[src/rtl/mips_muldiv_unit.sv]
// mips_muldiv_unit: iterative multiply/divide unit that owns the HI/LO registers.
//   MULT/MULTU : shift-add, one multiplier bit per enabled edge, {hi,lo} = product.
//   DIV/DIVU   : restoring shift-subtract, lo = quotient, hi = remainder.
//   MTHI/MTLO  : single-cycle write of operand a into hi/lo (only while idle).
// Ports:
//   clk, reset (async, active-high), clk_enable (global hold when low)
//   start, op[2:0], a, b  : issue strobe, opcode and operands from execute
//   busy                  : mul/div in flight (WIDTH+1 enabled cycles)
//   done                  : one enabled-cycle pulse after HI/LO commit
//   div_zero              : sticky, divisor of the last DIV/DIVU was zero
//   hi, lo                : architectural HI/LO registers
module mips_muldiv_unit #(
  parameter int WIDTH = 32
) (
  input  logic             clk,
  input  logic             reset,
  input  logic             clk_enable,
  input  logic             start,
  input  logic [2:0]       op,
  input  logic [WIDTH-1:0] a,
  input  logic [WIDTH-1:0] b,
  output logic             busy,
  output logic             done,
  output logic             div_zero,
  output logic [WIDTH-1:0] hi,
  output logic [WIDTH-1:0] lo
);

  localparam int CW = $clog2(WIDTH);

  typedef enum logic [1:0] {S_IDLE, S_MUL, S_DIV, S_FIX} state_t;

  state_t             state_q, state_d;
  logic [CW-1:0]      cnt_q, cnt_d;
  // Shared work register: MUL {partial product (W+1), multiplier (W)},
  // DIV {remainder (W+1), dividend/quotient (W)}.
  logic [2*WIDTH:0]   work_q, work_d;
  logic [WIDTH-1:0]   opnd_q, opnd_d;   // |multiplicand| or |divisor|
  logic               is_div_q, is_div_d;
  logic               qneg_q, qneg_d;   // product / quotient sign
  logic               rneg_q, rneg_d;   // remainder sign (dividend sign)
  logic               dz_q, dz_d;
  logic               done_q, done_d;
  logic [WIDTH-1:0]   hi_q, hi_d;
  logic [WIDTH-1:0]   lo_q, lo_d;

  logic               is_signed;
  logic [WIDTH:0]     mul_sum;
  logic [WIDTH:0]     rem_sh;
  logic [WIDTH+1:0]   trial;
  logic [2*WIDTH:0]   mul_next, div_next;
  logic [2*WIDTH-1:0] prod_fix;

  // Magnitude of a value; the most negative number maps to 2^(W-1) unsigned.
  function automatic logic [WIDTH-1:0] mag(input logic [WIDTH-1:0] v, input logic sgn);
    return (sgn && v[WIDTH-1]) ? (~v + 1'b1) : v;
  endfunction

  function automatic logic [WIDTH-1:0] negw(input logic [WIDTH-1:0] v, input logic en);
    return en ? (~v + 1'b1) : v;
  endfunction

  function automatic logic [2*WIDTH-1:0] neg2w(input logic [2*WIDTH-1:0] v, input logic en);
    return en ? (~v + 1'b1) : v;
  endfunction

  // Iteration datapath
  always_comb begin
    is_signed = ~op[0];
    mul_sum   = work_q[2*WIDTH:WIDTH] + {1'b0, (work_q[0] ? opnd_q : '0)};
    mul_next  = {1'b0, mul_sum, work_q[WIDTH-1:1]};
    rem_sh    = {work_q[2*WIDTH-1:WIDTH], work_q[WIDTH-1]};
    trial     = {1'b0, rem_sh} - {2'b00, opnd_q};
    if (trial[WIDTH+1])
      div_next = {rem_sh, work_q[WIDTH-2:0], 1'b0};
    else
      div_next = {trial[WIDTH:0], work_q[WIDTH-2:0], 1'b1};
    prod_fix  = neg2w(work_q[2*WIDTH-1:0], qneg_q);
  end

  // Next-state / control
  always_comb begin
    state_d  = state_q;
    cnt_d    = cnt_q;
    work_d   = work_q;
    opnd_d   = opnd_q;
    is_div_d = is_div_q;
    qneg_d   = qneg_q;
    rneg_d   = rneg_q;
    dz_d     = dz_q;
    done_d   = 1'b0;
    hi_d     = hi_q;
    lo_d     = lo_q;
    unique case (state_q)
      S_IDLE: begin
        if (start) begin
          unique case (op)
            3'b000, 3'b001: begin
              opnd_d   = mag(a, is_signed);
              work_d   = {{(WIDTH+1){1'b0}}, mag(b, is_signed)};
              qneg_d   = is_signed & (a[WIDTH-1] ^ b[WIDTH-1]);
              is_div_d = 1'b0;
              cnt_d    = CW'(WIDTH-1);
              state_d  = S_MUL;
            end
            3'b010, 3'b011: begin
              opnd_d   = mag(b, is_signed);
              work_d   = {{(WIDTH+1){1'b0}}, mag(a, is_signed)};
              qneg_d   = is_signed & (a[WIDTH-1] ^ b[WIDTH-1]);
              rneg_d   = is_signed & a[WIDTH-1];
              dz_d     = (b == '0);
              is_div_d = 1'b1;
              cnt_d    = CW'(WIDTH-1);
              state_d  = S_DIV;
            end
            3'b100:  hi_d = a;
            3'b101:  lo_d = a;
            default: ;
          endcase
        end
      end
      S_MUL, S_DIV: begin
        work_d = (state_q == S_MUL) ? mul_next : div_next;
        if (cnt_q == '0) state_d = S_FIX;
        else             cnt_d   = cnt_q - 1'b1;
      end
      S_FIX: begin
        if (is_div_q) begin
          // A zero divisor leaves the remainder equal to |a|, so sign
          // correction restores a exactly; only the quotient is forced.
          lo_d = dz_q ? '1 : negw(work_q[WIDTH-1:0], qneg_q);
          hi_d = negw(work_q[2*WIDTH-1:WIDTH], rneg_q);
        end else begin
          hi_d = prod_fix[2*WIDTH-1:WIDTH];
          lo_d = prod_fix[WIDTH-1:0];
        end
        done_d  = 1'b1;
        state_d = S_IDLE;
      end
      default: state_d = S_IDLE;
    endcase
  end

  // State registers
  always_ff @(posedge clk or posedge reset) begin
    if (reset) begin
      state_q  <= S_IDLE;
      cnt_q    <= '0;
      work_q   <= '0;
      opnd_q   <= '0;
      is_div_q <= 1'b0;
      qneg_q   <= 1'b0;
      rneg_q   <= 1'b0;
      dz_q     <= 1'b0;
      done_q   <= 1'b0;
      hi_q     <= '0;
      lo_q     <= '0;
    end else if (clk_enable) begin
      state_q  <= state_d;
      cnt_q    <= cnt_d;
      work_q   <= work_d;
      opnd_q   <= opnd_d;
      is_div_q <= is_div_d;
      qneg_q   <= qneg_d;
      rneg_q   <= rneg_d;
      dz_q     <= dz_d;
      done_q   <= done_d;
      hi_q     <= hi_d;
      lo_q     <= lo_d;
    end
  end

  assign busy     = (state_q != S_IDLE);
  assign done     = done_q;
  assign div_zero = dz_q;
  assign hi       = hi_q;
  assign lo       = lo_q;

endmodule
[config.mk]
export PLATFORM = sky130hd
export DESIGN_NAME = mips_muldiv_unit
export DESIGN_NICKNAME = d
export VERILOG_FILES = /design/src/rtl/mips_muldiv_unit.sv
export SDC_FILE = /design/constraint.sdc
export NUM_CORES = 1
export LEC_CHECK = 0
export BUFFER_PORTS_ARGS = -buffer_cell sky130_fd_sc_hd__buf_2
export CORE_AREA = 5 5 167 289
export DETAILED_ROUTE_END_ITERATION = 7
export DIE_AREA = 0 0 172 294
export PLACE_DENSITY = 0.48
export REMOVE_ABC_BUFFERS = 1
export SETUP_SLACK_MARGIN = 0.2
export SYNTH_ARGS = -nofsm -noshare
export SYNTH_HDL_FRONTEND = slang
export SYNTH_SLANG_ARGS = --single-unit
[constraint.sdc]
create_clock -name clk -period 5.04 [get_ports clk]
set_clock_uncertainty 0.05 [all_clocks]
set_input_delay 0.504 -clock clk [delete_from_list [all_inputs] [get_ports clk]]
set_output_delay 0.504 -clock clk [all_outputs]
set_load 0.1 [all_outputs]
Word level (Yosys, flattened, before mapping)
Index checks and enable logic that the tools add are counted.

Register bits: 173. Input bits: 71. Word-level logic and storage cells: 96.

Add/subtract/negate cells: 8. Eq/ne operators: 15. Multiplexer cells: 31. Bitwise logic cells: 9. Reduce and logical (&&, ||, !) cells: 22.

Operators by type and width (number): 32-bit two-way mux (12); 65-bit case mux with 2 select lines (2); 65-bit two-way mux (3); 32-bit case mux with 2 select lines (3); 32-bit by 1-bit adder with 32-bit output, second input constant (4); 32-bit NOT (4); 64-bit by 1-bit adder with 64-bit output, second input constant (1); 64-bit two-way mux (1); 64-bit NOT (1); 33-bit by 32-bit subtractor with 34-bit output (1); 33-bit by 32-bit adder with 33-bit output (1); 32-bit zero test (1); 4-bit AND reduction (7); 5-bit two-way mux (3); 5-bit case mux with 2 select lines (1); 2-bit inequality test, second input constant (4); 2-bit nonzero test (4); 3-bit by 2-bit equality test with 1-bit output, second input constant (2); 3-bit equality test, second input constant (2); 2-bit case mux with 3 select lines (1); 2-bit OR reduction (3); 5-bit zero test (1); 5-bit AND reduction (1); 5-bit by 1-bit subtractor with 5-bit output, second input constant (1); other kinds (16) (21).

Logic depth before layout (Yosys ltp)
Depth after elaboration: 6. Depth in mapped cells: 15. Mapped depth without buffers: 14.

Worst setup path after synthesis
OpenSTA, ideal clock, no wires.

Path type: reg2reg. Start: register work_q[31]. End: register work_q[64]. Setup time: 0.132 ns. Arrival: 3.168 ns. Data required time: 4.858 ns. Setup slack: 1.690 ns. Stages on the path, launching flop included: 15. Buffers on the path: 0. Period minus slack after synthesis: 3.350 ns. Path through: dfrtp_1 > inv_1 > ha_1 > inv_1 > fa_1 > a21o_1 > a221oi_2 > o21ai_2 > a211o_2 > a211oi_4 > nor2_2 > o21a_4 > a2111oi_4 > xnor2_1 > o21ai_1.

Longest elaborated chain between the ends: 4.

Ends and longest elaborated chain: start, declared (line 37) `logic [2*WIDTH:0] work_q, work_d;`; start signal, assigned (line 161) `work_q <= work_d;`; 33-bit by 32-bit subtractor with 34-bit output (line 73) `trial = {1'b0, rem_sh} - {2'b00, opnd_q};`; 65-bit two-way mux (line 74) `if (trial[WIDTH+1])`; 65-bit two-way mux (line 123) `work_d = (state_q == S_MUL) ? mul_next : div_next;`; 65-bit case mux with 2 select lines (line 94) `unique case (state_q)`.

Every way passes these cells. A chain may end at the register's enable or synchronous reset.

Worst setup path in the final report
Start: register work_q[49]. End: register work_q[56].

Longest elaborated chain between the ends: 4. Elaborated cells on any way between the ends: 5. Those cells by class: add/sub (2); mux (3).

Ends and longest elaborated chain (line): 33-bit by 32-bit subtractor with 34-bit output (73); 65-bit two-way mux (74); 65-bit two-way mux * (123); 65-bit case mux with 2 select lines * (94).

Mark *: on every way between the ends. The rest lies on a longest branch, timed or not.

==> flow_summary.yaml <==
detailed_routing:
  vias: 14100
  antenna_left: 0
  dr.pass1.iters: 5
  routed_wirelength_microns: 55000
  via_per_inst: 5.52
  drtIter0Drc: 745
  drc: 0
  wl_per_cell_microns: 21.6
timing:
  rsz0062_at_grt: "false"
  fin_crit_sh_pct: 80.3
  max_slew_margin_pct: 23.4
  tightest_slew_ns: 1.15
  setup_viol: 0
  setup_tns_ns: 0
  period_needed_ns: 4.05
  hold_violations: 0
  slew_viol_final: 0
  fmax_mhz: 247
layout:
  antenna_cells: 0
  final_nets: 2093
  drive_gt1_share_pct: 13.4
  post-route-util_pct: 36.3
  area_growth_syn_to_layout_pct: 12.4
  mostFrequentLayoutCell: "nand2_1"
  layout_common_cells: "241 x nand2_1, 215 x o21ai_0, 173 x dfrtp_1"
setup_path:
  critPathLaunchType: "register"
  cpPeakStageDelay_ns: 0.64
  critPathArrivalTime_ns: 4.30
  crit_required_ns: 5.29
  cpMostUsedCell: "a21o_1"
  critPathSlowestCell: "a2111oi_1"
  cp_top_family: "compound AO/OA/AOI/OAI gates"
  crit_chain: "ha_1 -> a21o_1 -> a21o_1 -> a21oi_1 -> nor3_1 -> a2111oi_1 -> o22ai_2 -> a21oi_4 -> buf_4 -> mux2_2 -> a22oi_1 -> o21ai_0"
  worst_setup_path_end_kind: "register"
  worst-path-buf-inv: 1
  worstPathMaxFanout: 58
  criticalPathCategory: "register to register"
global_route:
  grt_antenna_before_repair: 0
  grt_max_degree: 97
  grt_pass1_wl_microns: 83500
  grt_overflow: 0
  grt.total_usage_pct: 21.5
  grt_pass1_vias: 14200
yosys:
  ys_types: 79
  synth_edf_count: 0
  avgSynthCellArea_sq_um: 7.88
  async_flop_share_pct: 100
  synthAdderAreaFrac_pct: 6.45
  syn-cell-area_sq_um: 14800
  synth_compound_area_share_pct: 26.0
  yosys.area_share.simple_pct: 18.2
  synth_top_family_by_area: "compound AO/OA/AOI/OAI gates"
  ys_warn_count: 0
  ys_seq_area_share_pct: 29.3
  syn_inst: 1876
  ys_ff_latch: 173
  synth_xor_area_share_pct: 10.4
  synth-main-ff-cell: "dfrtp_1"
  muxShareOfSynthArea_pct: 5.00
pwr:
  ir_drop_mv: 0.463
  p_int_mw: 5.39
  sequentialPowerShare_pct: 20.5
  switching_share_pct: 57.3
  power.density_nw_per_um2: 760
  clockPowerShare_pct: 11.2
  comb_power_share_pct: 68.3
  power.switching_mw: 7.24
  leakage_nw: 7.38
clocking:
  htree_levels: 4
  clk_pin_slew_ns: 0.08
  clock_latency_ns: 0.47
  cts_root_buf: "clkbuf_16"
  cts_sinks: 173
  cts_tree: "built"
  postCtsHoldBufs: 0
  post_cts_buffers: 0
  cts_resized: 0
  clk_path_buf_depth: 2
  cts_buffers: 17
placed_design:
  portBuffers: 137
  dp_hpwl_microns: 42100
  place.gp.congestion: 0.915
floorplanning:
  ios: 138
  fp.dieW_microns: 172
  dieArea_sq_um: 50600
  core_sq_um: 45800
  initial_core_util_pct: 32.3
  dieHeight_microns: 294
  num_rows: 104
status:
  status: "finished clean"
hold_path:
  hold_class: "input pin to async pin"
run:
  maxCapViolCount: 0
[cell usage after synthesis (18+ instances only)]
library cell,n,area share (%)
xor2_1,76,4.5
o22ai_1,32,1.4
a21oi_1,134,4.5
mux2i_1,39,2.6
ha_1,73,6.2
mux2_2,31,2.4
dfrtp_1,173,29
nor3_1,29,0.98
nor2_1,173,4.4
nand3_1,20,0.68
o31ai_1,24,1.2
nand2_1,241,6.1
a21o_1,34,1.7
o21ai_0,215,7.3
inv_1,71,1.8
xnor2_1,99,5.9
clkbuf_1,86,2.2
o211ai_1,18,0.91
a211oi_1,28,1.4
[final cells by class]
type	instances	area, sq um
clock inverter	15	161
timing repair buffer	162	886
inverter	71	274
fill	4918	29200
multi-input combinational	1522	9810
tap	583	729
sequential	173	4330
clock buffer	17	425
[path summary, 6_finish.rpt]
check | from | end | slack, ns | cells past startpoint
max | work_q[49] | work_q[56] | 0.99 | 12
min | reset | lo[26] | 0.05 | 2
max reg2reg | work_q[49] | work_q[56] | 0.99 | 12
min reg2reg | hi[12] | hi[12] | 0.42 | 2
max in group asynchronous | reset | work_q[38] | 3.86 | 3
min in group clk | op[0] | qneg_q | 0.31 | 2
[power groups by stage]
stage                     Sequential, mW  Clock (mW)  Combinational, mW
final                               2.59        1.42               8.62
after global routing                2.68        1.50               9.33
after CTS                           2.59        1.46               8.65
after detailed placement            2.61           0               8.61
after global placement              2.60           0               8.58
after floorplan                     4.14           0               4.82
[registers in the layout, indices dropped and copies added (netlist names)]
signal / count
work_q: 65
hi: 32
lo: 32
opnd_q: 32
cnt_q: 5
state_q: 2
div_zero: 1
done: 1
is_div_q: 1
qneg_q: 1
rneg_q: 1
[cells by family (layout without fill, tap and decap cells)]
family | after synthesis | after routing
multiplexers | 70 | 70
AND/OR/NAND/NOR | 588 | 588
buffers and inverters | 181 | 265
flip-flops | 173 | 173
XOR/XNOR | 175 | 175
AO/OA/AOI/OAI | 614 | 614
adder cells (fa/ha/maj) | 75 | 75
[per-stage QoR]
step	setup slack (ns)	cell area [sq um]	hold WS, ns	power (mW)	std cells
4_1_cts	0.989	16600	0.102	12.7	2543
2_1_floorplan	-0.202	14400	0.400	8.96	1766
6_report	0.992	16600	0.0546	12.6	2543
5_1_grt	0.702	16600	0.111	13.5	2543
3_5_place_dp	1.03	16000	0.415	11.2	2511
3_3_place_gp	1.06	16000	0.411	11.2	2511
[per-layer routing]
| layer | track usage [%] | share of wire, % | vias to the layer above |
|---|---|---|---|
| li1 | - | - | 6854 |
| met3 | 2.41 | 3.2 | 106 |
| met5 | 0 | 0 | - |
| met1 | 25.0 | 40 | 6736 |
| met2 | 38.8 | 52 | 354 |
| met4 | 9.90 | 4.7 | 0 |
Power figures use the tool's default switching activity.
